==> src/rtl/fsm_req_gen_if.sv <==
// ---------------------------------------------------------------------------
// fsm_req_gen_if
// Purpose : request/grant bundle between the upstream request generator
//           (fsm_req_gen) and the 4-agent fsm_full arbiter.
// Signals : req_0..req_3  requests, driven by the generator
//           gnt_0..gnt_3  grants, driven by the arbiter
// Modports: master - request generator side (drives req, observes gnt)
//           slave  - arbiter side (observes req, drives gnt)
// ---------------------------------------------------------------------------
interface fsm_req_gen_if;
  logic req_0;
  logic req_1;
  logic req_2;
  logic req_3;
  logic gnt_0;
  logic gnt_1;
  logic gnt_2;
  logic gnt_3;

  modport master (
    output req_0, req_1, req_2, req_3,
    input  gnt_0, gnt_1, gnt_2, gnt_3
  );

  modport slave (
    input  req_0, req_1, req_2, req_3,
    output gnt_0, gnt_1, gnt_2, gnt_3
  );
endinterface

==> src/rtl/fsm_req_gen.sv <==
// ---------------------------------------------------------------------------
// fsm_req_gen
// Purpose : upstream request generator for the 4-agent fsm_full arbiter.
//           Each agent queues job pulses in a small pending counter and runs
//           its own request FSM: request, hold the grant for HOLD_CYC
//           cycles, then drop the request for one cycle so the arbiter can
//           return to idle. Grant legality is monitored and reported.
// Params  : CNT_W     width of each pending counter (max 2^CNT_W-1 jobs)
//           HOLD_CYC  granted cycles held per job (1..255)
// Ports   : clock     rising-edge clock
//           reset     asynchronous, active-low reset (0 = reset)
//           job_0..3  one-cycle pulse, enqueue one job for agent i
//           arb       master side of fsm_req_gen_if (req_0..3 out, gnt_0..3 in)
//           pend_cnt  pending counts, agent i at [i*CNT_W +: CNT_W]
//           ovf       sticky, a job arrived while its counter was full
//           gnt_err   sticky, a protocol violation was seen on the grants
// ---------------------------------------------------------------------------
module fsm_req_gen #(
  parameter int CNT_W    = 3,
  parameter int HOLD_CYC = 4
) (
  input  logic                 clock,
  input  logic                 reset,
  input  logic                 job_0,
  input  logic                 job_1,
  input  logic                 job_2,
  input  logic                 job_3,
  fsm_req_gen_if.master        arb,
  output logic [4*CNT_W-1:0]   pend_cnt,
  output logic                 ovf,
  output logic                 gnt_err
);

  typedef enum logic [1:0] {
    ST_IDLE,
    ST_REQ,
    ST_HOLD,
    ST_REL
  } state_t;

  localparam logic [CNT_W-1:0] PEND_MAX  = {CNT_W{1'b1}};
  localparam logic [7:0]       HOLD_LAST = 8'(HOLD_CYC);

  logic [3:0]       job_v;
  logic [3:0]       gnt_v;

  state_t           state_q [4];
  state_t           state_d [4];
  logic [7:0]       hold_q  [4];
  logic [7:0]       hold_d  [4];
  logic [CNT_W-1:0] pend_q  [4];
  logic [CNT_W-1:0] pend_d  [4];

  logic [3:0]       req_q;
  logic [3:0]       req_d;
  logic [3:0]       done;
  logic [3:0]       agent_err;
  logic [3:0]       ovf_hit;
  logic             multi_gnt;

  assign job_v = {job_3, job_2, job_1, job_0};
  assign gnt_v = {arb.gnt_3, arb.gnt_2, arb.gnt_1, arb.gnt_0};

  assign arb.req_0 = req_q[0];
  assign arb.req_1 = req_q[1];
  assign arb.req_2 = req_q[2];
  assign arb.req_3 = req_q[3];

  genvar g;
  generate
    for (g = 0; g < 4; g++) begin : g_pend_out
      assign pend_cnt[g*CNT_W +: CNT_W] = pend_q[g];
    end
  endgenerate

  // More than one grant in a cycle is illegal regardless of agent state;
  // clearing the lowest set bit leaves something only if two or more are set.
  assign multi_gnt = (gnt_v & (gnt_v - 4'd1)) != 4'd0;

  // Per-agent request FSM. The IDLE decision looks at the pending count
  // before this cycle's job is added, which gives the two-edge job-to-request
  // latency. A completion is the last granted HOLD cycle. Losing the grant in
  // HOLD is an error but the agent simply falls back to REQ and tries again.
  // The request output is registered from the next state so it lines up with
  // the state register.
  always_comb begin
    for (int i = 0; i < 4; i++) begin
      state_d[i]   = state_q[i];
      hold_d[i]    = hold_q[i];
      done[i]      = 1'b0;
      agent_err[i] = 1'b0;

      case (state_q[i])
        ST_IDLE: begin
          agent_err[i] = gnt_v[i];
          if (pend_q[i] != '0) begin
            state_d[i] = ST_REQ;
          end
        end
        ST_REQ: begin
          if (gnt_v[i]) begin
            state_d[i] = ST_HOLD;
            hold_d[i]  = 8'd1;
          end
        end
        ST_HOLD: begin
          if (gnt_v[i]) begin
            if (hold_q[i] == HOLD_LAST) begin
              state_d[i] = ST_REL;
              hold_d[i]  = 8'd0;
              done[i]    = 1'b1;
            end else begin
              hold_d[i] = hold_q[i] + 8'd1;
            end
          end else begin
            state_d[i]   = ST_REQ;
            hold_d[i]    = 8'd0;
            agent_err[i] = 1'b1;
          end
        end
        ST_REL: begin
          agent_err[i] = gnt_v[i];
          state_d[i]   = ST_IDLE;
        end
        default: begin
          state_d[i] = ST_IDLE;
          hold_d[i]  = 8'd0;
        end
      endcase

      req_d[i] = (state_d[i] == ST_REQ) || (state_d[i] == ST_HOLD);
    end
  end

  // Pending counters. A job and a completion in the same cycle cancel out,
  // so a full counter accepts a new job when one finishes that cycle. A job
  // hitting a full counter with no completion is dropped and flagged.
  always_comb begin
    for (int i = 0; i < 4; i++) begin
      pend_d[i]  = pend_q[i];
      ovf_hit[i] = 1'b0;

      if (job_v[i] && !done[i]) begin
        if (pend_q[i] == PEND_MAX) begin
          ovf_hit[i] = 1'b1;
        end else begin
          pend_d[i] = pend_q[i] + 1'b1;
        end
      end else if (done[i] && !job_v[i] && (pend_q[i] != '0)) begin
        pend_d[i] = pend_q[i] - 1'b1;
      end
    end
  end

  // State, counters and requests. Reset drops every request at once; the
  // sticky error flags only ever accumulate until the next reset.
  always_ff @(posedge clock or negedge reset) begin
    if (!reset) begin
      for (int i = 0; i < 4; i++) begin
        state_q[i] <= ST_IDLE;
        hold_q[i]  <= 8'd0;
        pend_q[i]  <= '0;
      end
      req_q   <= 4'd0;
      ovf     <= 1'b0;
      gnt_err <= 1'b0;
    end else begin
      for (int i = 0; i < 4; i++) begin
        state_q[i] <= state_d[i];
        hold_q[i]  <= hold_d[i];
        pend_q[i]  <= pend_d[i];
      end
      req_q   <= req_d;
      ovf     <= ovf | (|ovf_hit);
      gnt_err <= gnt_err | (|agent_err) | multi_gnt;
    end
  end

endmodule

==> src/flat_wrapper.sv <==
// flat-port wrapper written by rule: the top's interface ports become plain ports
module fsm_req_gen_flat 
#(
  parameter int CNT_W    = 3,
  parameter int HOLD_CYC = 4
)
  (clock, reset, job_0, job_1, job_2, job_3, pend_cnt, ovf, gnt_err, arb_req_0, arb_req_1, arb_req_2, arb_req_3, arb_gnt_0, arb_gnt_1, arb_gnt_2, arb_gnt_3);
  fsm_req_gen_if arb_i ();
  input  logic clock;
  input  logic reset;
  input  logic job_0;
  input  logic job_1;
  input  logic job_2;
  input  logic job_3;
  output logic [4*CNT_W-1:0] pend_cnt;
  output logic ovf;
  output logic gnt_err;
  output wire logic [$bits(arb_i.req_0)-1:0] arb_req_0;
  output wire logic [$bits(arb_i.req_1)-1:0] arb_req_1;
  output wire logic [$bits(arb_i.req_2)-1:0] arb_req_2;
  output wire logic [$bits(arb_i.req_3)-1:0] arb_req_3;
  input wire logic [$bits(arb_i.gnt_0)-1:0] arb_gnt_0;
  input wire logic [$bits(arb_i.gnt_1)-1:0] arb_gnt_1;
  input wire logic [$bits(arb_i.gnt_2)-1:0] arb_gnt_2;
  input wire logic [$bits(arb_i.gnt_3)-1:0] arb_gnt_3;
  assign arb_req_0 = arb_i.req_0;
  assign arb_req_1 = arb_i.req_1;
  assign arb_req_2 = arb_i.req_2;
  assign arb_req_3 = arb_i.req_3;
  assign arb_i.gnt_0 = arb_gnt_0;
  assign arb_i.gnt_1 = arb_gnt_1;
  assign arb_i.gnt_2 = arb_gnt_2;
  assign arb_i.gnt_3 = arb_gnt_3;
  fsm_req_gen #(.CNT_W(CNT_W), .HOLD_CYC(HOLD_CYC)) u_core (.clock(clock), .reset(reset), .job_0(job_0), .job_1(job_1), .job_2(job_2), .job_3(job_3), .arb(arb_i), .pend_cnt(pend_cnt), .ovf(ovf), .gnt_err(gnt_err));
endmodule
==> config.mk <==
export PLATFORM = sky130hd
export DESIGN_NAME = fsm_req_gen_flat
export DESIGN_NICKNAME = d
export VERILOG_FILES = /design/src/rtl/fsm_req_gen_if.sv /design/src/rtl/fsm_req_gen.sv /design/src/flat_wrapper.sv
export SDC_FILE = /design/constraint.sdc
export NUM_CORES = 1
export LEC_CHECK = 0
export ABC_AREA = 1
export BUFFER_PORTS_ARGS = -buffer_cell sky130_fd_sc_hd__buf_2
export CORE_ASPECT_RATIO = 0.7
export CORE_MARGIN = 2
export CORE_UTILIZATION = 60
export DETAILED_ROUTE_END_ITERATION = 8
export MAX_ROUTING_LAYER = met4
export PLACE_DENSITY = 0.92
export SLEW_MARGIN = 25
export SYNTH_ARGS = -nofsm -noshare
export SYNTH_HDL_FRONTEND = slang
export SYNTH_SLANG_ARGS = --single-unit
==> constraint.sdc <==
create_clock -name clock -period 2.1 [get_ports clock]
set_clock_uncertainty 0.15 [all_clocks]
set_input_delay 0.105 -clock clock [delete_from_list [all_inputs] [get_ports clock]]
set_output_delay 0.105 -clock clock [all_outputs]
set_load 0.05 [all_outputs]
**Word-level counts from Yosys, hierarchy flattened**

Index checks and enable logic that the tools add are counted.

- Flip-flop bits (word level): 58
- Bits of input ports: 10
- Output and inout bits: 18
- Logic and storage cells: 199

- Add/subtract/negate cells: 13
- Equal/unequal tests: 36
- Multiplexer cells: 76
- Bitwise operators: 4
- Reduce and logical (&&, ||, !) cells: 55

Operators with widths:

| operator | count |
|---|---|
| $mux W8 | 12 |
| $pmux W8 S2 | 4 |
| $mux W3 | 12 |
| $add A8 B1 Y8 const B | 4 |
| $eq A8 B3 Y1 const B | 4 |
| $mux W2 | 16 |
| $pmux W2 S4 | 4 |
| $eq A2 B2 Y1 const B | 12 |
| $mux W1 | 24 |
| $eq A2 B1 Y1 const B | 8 |
| $ne A2 B2 Y1 const B | 8 |
| $reduce_and A2 Y1 | 8 |
| $reduce_bool A2 Y1 | 8 |
| $add A3 B1 Y3 const B | 4 |
| $eq A3 B3 Y1 const B | 4 |
| $logic_and A1 B1 Y1 | 12 |
| $reduce_bool A3 Y1 | 4 |
| $sub A3 B1 Y3 const B | 4 |
| $logic_not A1 Y1 | 8 |
| $logic_not A2 Y1 | 4 |
| $pmux W1 S2 | 4 |
| $reduce_or A2 Y1 | 4 |
| $reduce_or A4 Y1 | 2 |
| $and A4 B4 Y4 | 1 |
| 4 further kinds | 9 |

**Depth between registers and ports, before layout**

Gate-level depths: netlist of the first run.

- Depth after elaboration: 9
- Depth in mapped cells: 13
- Gate-level depth less buffers: 13

**Worst setup path before layout of the first run**

OpenSTA, ideal clock, no wires.

- Path type: register -> register
- Start point: reg u_core.state_q[0] (netlist name)
- End point: reg u_core.pend_q (netlist bit u_core.pend_cnt[11])
- Setup time: 0.120 ns
- Arrival: 1.684 ns
- Data required time: 1.830 ns
- Slack: 0.146 ns
- Cell stages (with the launch flop): 14
- Buffers on the path: 0
- Period minus slack after synthesis: 1.954 ns
- Path through: dfrtp_1 inv_1 ha_1 nand2_1 inv_1 nand2_2 nand2_1 fa_1 inv_1 nand2_1 nand2_1 nand2_1 nand2_1 nand2_1

- Longest elaborated chain between the ends: 6
- Elaborated cells between the ends (all ways): 10
- Classes of those cells: eq/ne: 2; mux: 2; reduce/logical: 6

Ends and longest elaborated chain:

| element | RTL line | RTL |
|---|---|---|
| from (decl) | fsm_req_gen.sv:47 | `state_t state_q [4];` |
| from (signal, indexed assignment) | fsm_req_gen.sv:169 | `state_q[i] <= state_d[i];` |
| $eq A2 B2 Y1 (*) | fsm_req_gen.sv:93 | `case (state_q[i])` |
| $mux W1 (*) | fsm_req_gen.sv:93 |  |
| $logic_not A1 Y1 or $logic_and A1 B1 Y1 (tied branches) | fsm_req_gen.sv:143, fsm_req_gen.sv:149 |  |
| $logic_and A1 B1 Y1, on equally long branches | fsm_req_gen.sv:143, fsm_req_gen.sv:149 |  |
| $ne A2 B2 Y1 (no source line) or $reduce_bool A2 Y1 (tied branches) | n/a |  |
| $reduce_and A2 Y1 (no source line) | n/a |  |
| to (signal, indexed assignment) | fsm_req_gen.sv:171 | `pend_q[i] <= pend_d[i];` |
| to (decl) | fsm_req_gen.sv:51 | `logic [CNT_W-1:0] pend_q [4];` |

Every way passes the cells marked *; elsewhere a longest branch is shown, timed or not.
A chain may end at the register's enable or synchronous reset.

==> results.txt, run 1 <==
Status: finished clean
Vias per inst: 5.740
R2r worst-path depth: 9
Setup CP Type: flip-flop to flip-flop
Synth cell count leaders: nand2_1 (94), inv_1 (78), dfrtp_1 (58), nand3_1 (51), nor2_1 (49)
Area delta synth->final: 16.52%
Post-synth EDFFs: 0
Compound-cell area share of the yosys netlist: 9.986%
Clock slew at reported path FFs: 70 ps
Register area share after synthesis: 39.27%
H-tree Lvls: 3
GRT Util Overall: 27.36%
Hold Fails Final Rpt: 0
Fillers: 372
CTS buffer count: 9
YS warnings: 0
Initial antenna violation count: 0
Synth Area in Adders: 8.937%
Clock buffer depth: 2
Power density over the cells: 1388 nW/um^2
Die W: 97.81 um
Num Clock Sinks: 58
DRC viols: 0
Minimum clock period: 2017 ps
First-pass GRT wire length: 14700 um
Worst hold path class: input port to flip-flop
DP Cell Count: 589
Crit path capture type: flip-flop
Simple-gate area share of the yosys netlist: 29.52%
Synth Cell Area: 3696 sq um
Syn_nets: 516
Antenna-violating nets left: 0
Number of global-route vias before repair: 3329
TritonCTS clock tree: done
Crit-path max FO: 4
Largest family of logic cells by synthesized area: simple AND/OR/NAND/NOR gates
Leak: 0.002162 uW
Peak Freq: 495.8 MHz
Placer Congestion: 0.8771
Die footprint: 6814 sq um
WP buf/inv: 1
DP Wirelength: 6085 um
RSZ-0062 raised after global routing: yes
Port Buffers: 27
Top-count cell post-synth: nand2_1
Post-Syn Area per Cell: 7.668 sq um
Maxcap violations: 0
Peak supply drop: 1.210 mV
Synth area leader: dfrtp_1
Root Buffer: clkbuf_8
Hold Path Depth: 4
Crit share post-route: 96.04%
Tot Pwr: 5977 uW
Top cell type's share of synthesized area: 39.27%
Layout cells sized above 1: 17.93%
First DRT Iteration DRCs: 272
Clk_lat worst skew: 350 ps
Register Area: 1451 sq um
Max stage delay on crit path: 440 ps
Finished Layout Cells: 616
Final nets: 570
Mux share of post-synthesis cell area: 0%
Final setup vio count: 0
CP required: 2190 ps
First drt pass iteration count: 5
WL final: 9093 um
Slew Viols, Final: 0
Slowest stage cell, crit path: fa_2
Synth unique cells: 32
Least-Margin Pin Slew: 460.6 ps
Critical Path Stages: 9
Largest net degree at the start of global routing: 22
Worst path cell trace: inv_1 -> ha_1 -> nand2_1 -> nor2_1 -> nand3_2 -> nand2_2 -> fa_2 -> nand2_1 -> o21ai_1
Top FF cell, synth: dfrtp_1
CP Launch Type: flip-flop
Worst Path Arrival: 2110 ps
Initial Util: 63.27%
Ant diodes: 0
Top cells by area, synth: dfrtp_1 (39%), nand2_1 (9.5%), inv_1 (7.9%)
Syn Inst Count: 482
FFs w/ async S/R, synth: 100.0%
Die height: 69.67 um
Via count: 3536
Family with the most delay on the worst path: adder cells
Area of the multi-input gates: 1956 sq um
Core area: 5842 sq um
Congestion Overflow GR: 0
# rows: 23
Synth Area in XOR/XNOR: 3.318%
Cell mode on critical path: nand2_1
Mean routed wirelength per cell: 14.76 um
Number of top-level pins: 28
Yosys reg bits: 58
Relative slew margins: 69.30%
registers in the layout, indices dropped and copies added, names as in the netlist:
register	cells
u_core.gnt_err	1
u_core.hold_q	32
u_core.ovf	1
u_core.pend_cnt	12
u_core.req_q	4
u_core.state_q	8
report_power, final:
part	switching (uW)	internal [uW]	total, uW
Clock	441	588	1030
Sequential	363	1460	1820
Combinational	2150	975	3130
Total	2960	3020	5980
tightest hold or removal path, cell delays in order:
cell	delay, ps
buf_2	130
nand3b_1	110
nand4_1	90
nand2_1	60
what timing repair did:
item	in CTS	in global routing
endpoints found under the hold margin	24	0
hold buffers	6	0
setup endpoints to repair	1	7
setup buffers	0	5
gates resized for setup	1	13
metal layers:
layer  GRT usage, %  vias up  share of wire [%]
met2          41.30      201                 47
li1               -     1664                  -
met3          6.956       35                8.1
met5              -        -                  0
met1          34.66     1636                 42
met4          13.27        0                2.8
cell type report:
cell class | instances | share of cell area, %
Multi-Input combinational cell | 338 | 45.41
Sequential cell | 58 | 33.70
Inverter | 83 | 7.234
Timing Repair Buffer | 46 | 6.798
Clock buffer | 15 | 4.561
Tap cell | 75 | 2.179
Clock inverter | 1 | 0.1162
cell usage in the layout (no fill, tap or decap), types with 11 or more instances in the layout:
cell type and n:
a21oi_1 13, nand2_1 91, inv_1 76, nor2_1 48
dfrtp_1 58, buf_4 13, nand3_1 50, o21ai_0 27
nand2_2 11, buf_2 27, ha_1 18, xor2_1 12
clkbuf_8 14
worst paths after layout:
check                             startpoint                  to  slack, ps
max                        u_core.hold_q[16]  u_core.pend_cnt[4]         80
min                                    job_2  u_core.pend_cnt[8]         30
max reg2reg                u_core.hold_q[16]  u_core.pend_cnt[4]         80
min reg2reg                       u_core.ovf          u_core.ovf        360
max in group asynchronous              reset   u_core.hold_q[17]       1080
min in group asynchronous              reset   u_core.hold_q[29]         80
cells by family (layout without fill, tap and decap cells):
| kind of cell | count (synthesis) | count (layout) |
|---|---|---|
| AND/OR/NAND/NOR | 238 | 238 |
| buffers and inverters | 86 | 145 |
| AO/OA/AOI/OAI | 62 | 62 |
| flip-flops | 58 | 58 |
| adder cells (fa/ha/maj) | 24 | 24 |
| XOR/XNOR | 14 | 14 |
through the flow:
stage | setup TNS, ps | util [%] | worst slack [ps] | cell area, sq um | hold WS (ps)
floorplan | 0 | - | 146.2 | 3696 | -340.6
global placement | 0 | 67.87 | 136.9 | 3965 | -70.72
detailed placement | 0 | 67.87 | 20.06 | 3965 | -63.81
CTS | 0 | 72.39 | 19.96 | 4229 | 30.69
global route | -32.01 | 73.72 | -28.32 | 4307 | 61.34
finish | 0 | 73.72 | 83.15 | 4307 | 30.89
(Power assumes the default switching activity.)
==> run 2: changes to the inputs <==
--- a/config.mk
+++ b/config.mk
@@ -9,10 +9,10 @@
 export BUFFER_PORTS_ARGS = -buffer_cell sky130_fd_sc_hd__buf_2
 export CORE_ASPECT_RATIO = 0.7
 export CORE_MARGIN = 2
-export CORE_UTILIZATION = 60
+export CORE_UTILIZATION = 40
 export DETAILED_ROUTE_END_ITERATION = 8
 export MAX_ROUTING_LAYER = met4
-export PLACE_DENSITY = 0.92
+export PLACE_DENSITY = 0.69
 export SLEW_MARGIN = 25
 export SYNTH_ARGS = -nofsm -noshare
 export SYNTH_HDL_FRONTEND = slang
==> run 2 against run 1 <==
  * Sequential power barely moved
  * Non-clock buffer count down 4
  * First-iteration DRC count unchanged
  * Flip-flop and latch count unchanged
  * Largest power group unchanged
  * Highest routed layer unchanged
==> results.txt, run 2 (synthesis results as in run 1) <==
Status: finished clean
Clk_lat worst skew: 330 ps
Worst reg2reg endpoint: u_core.pend_cnt[8]
Worst hold path class: input port to flip-flop
Num Clock Sinks: 58
Biggest register: u_core.hold_q
Largest net degree at the start of global routing: 35
Area delta synth->final: 20.92%
Hold endpoint: u_core.pend_cnt[1]
Root Buffer: clkbuf_16
Initial antenna violation count: 0
Initial Util: 40.91%
Vias per inst: 5.059
Via count: 3344
GR Layer Usage met2: 27.22%
Most common cell after layout, fill and taps aside: nand2_1
WL final: 8289 um
First DRT Iteration DRCs: 272
Worst path cell trace: inv_1 -> ha_1 -> nand3_1 -> nor2_2 -> nand2_2 -> nand2_2 -> fa_1 -> nand3b_1 -> nand4_1 -> nand2_1
CTS buffer count: 9
Leak: 0.002203 uW
Met3 usage: 4.823%
WHS: 23.21 ps
Max reg flops: 32
Mean routed wirelength per cell: 12.54 um
Peak Freq: 500.5 MHz
Met1 Use GR: 25.02%
First-pass GRT wire length: 14410 um
Maxcap violations: 0
DP Wirelength: 6133 um
Placer Congestion: 0.8649
Core area: 9035 sq um
Relative slew margins: 58.22%
DRC viols: 0
Number of global-route vias before repair: 3141
Die footprint: 10040 sq um
GR peak layer: met2
Reg2Reg Setup Slack: 100 ps
DP Cell Count: 637
CP Launch Type: flip-flop
Crit share post-route: 95.14%
Family with the most delay on the worst path: simple AND/OR/NAND/NOR gates
TritonCTS clock tree: done
H-tree Lvls: 3
Ant diodes: 0
Max stage delay on crit path: 390 ps
Fillers: 824
Layout cells sized above 1: 18.06%
Hold Path Depth: 4
Number of top-level pins: 28
Final nets: 566
Slew Viols, Final: 0
First drt pass iteration count: 7
Setup CP Type: flip-flop to flip-flop
Crit-path max FO: 4
HP Start: job_0
Crit path capture type: flip-flop
Hold Fails Final Rpt: 0
Final setup vio count: 0
R2r worst-path depth: 10
Most frequent cells in the layout: nand2_1 (90), inv_1 (75), dfrtp_1 (58)
WP buf/inv: 1
Finished Layout Cells: 661
Port Buffers: 27
GRT Util Overall: 18.54%
Reg2reg start: u_core.hold_q[8]
Antenna-violating nets left: 0
Least-Margin Pin Slew: 626.7 ps
Worst Path Arrival: 2070 ps
# rows: 29
Clock buffer depth: 2
Die height: 84.43 um
Power density over the cells: 1435 nW/um^2
CP required: 2170 ps
Congestion Overflow GR: 0
Peak supply drop: 1.019 mV
Minimum clock period: 1998 ps
Cell mode on critical path: nand2_2
Clock slew at reported path FFs: 50 ps
Die W: 118.9 um
Slowest stage cell, crit path: dfrtp_1
run 2: cell types whose count changed in the layout (fill, tap and decap cells not counted), sizes merged:
cell and change:
bufinv +2, clkinvlp +1, dlygate4sd3 -2, clkbuf -4
buf -2, clkinv +1
run 2: tightest hold or removal path: stages:
cell	delay, ps
buf_2	130
nand3_1	100
nand3_1	80
nand2_1	50
run 2: layout make-up:
type / count / area (sq um) / area share, %
Clock inverter: 5 / 77.57 / 1.736
Timing Repair Buffer: 42 / 270.3 / 6.047
Sequential cell: 58 / 1451 / 32.47
Inverter: 83 / 311.5 / 6.971
Clock buffer: 11 / 242.7 / 5.431
Multi-Input combinational cell: 338 / 1961 / 43.87
Tap cell: 124 / 155.1 / 3.471
run 2: worst max path at each step:
stage / from / endpoint / slack (ps) / depth (start not counted)
floorplan: u_core.state_q[0] / u_core.pend_cnt[11] / 150 / 13
global placement: u_core.state_q[6] / u_core.pend_cnt[2] / 130 / 10
detailed placement: u_core.state_q[4] / u_core.pend_cnt[5] / -20 / 10
CTS: u_core.state_q[4] / u_core.pend_cnt[5] / 20 / 10
global route: u_core.state_q[5] / u_core.hold_q[22] / -30 / 9
finish: u_core.hold_q[8] / u_core.pend_cnt[8] / 100 / 10
run 2: metal layers:
metal  vias to the layer above  part of all wire, %
li1                       1658                    -
met1                      1569                   48
met2                       103                   45
met3                        14                  5.7
met4                         0                  1.6
met5                         -                    0
run 2: stage by stage:
step	setup slack, ps	total power [uW]	TNS (ps)	util (%)	area [sq um]
after floorplan	146.2	3943	0	-	3696
final	102.0	6415	0	49.47	4469
after CTS	17.90	6313	0	48.64	4394
after global routing	-25.82	6924	-38.96	49.47	4469
after detailed placement	-21.35	4693	-21.35	44.62	4031
after global placement	126.4	4582	0	44.62	4031
run 2: what timing repair did:
action	in CTS	in global routing
resized for setup	1	15
endpoints found under the setup margin	1	7
hold buffers	4	0
endpoints found under the hold margin	27	0
setup buffers	0	4
run 2: report_power, final:
part / switching [uW] / total (uW) / internal, uW
clock: 505 / 1570 / 1070
sequential: 355 / 1810 / 1460
combinational: 2070 / 3030 / 964
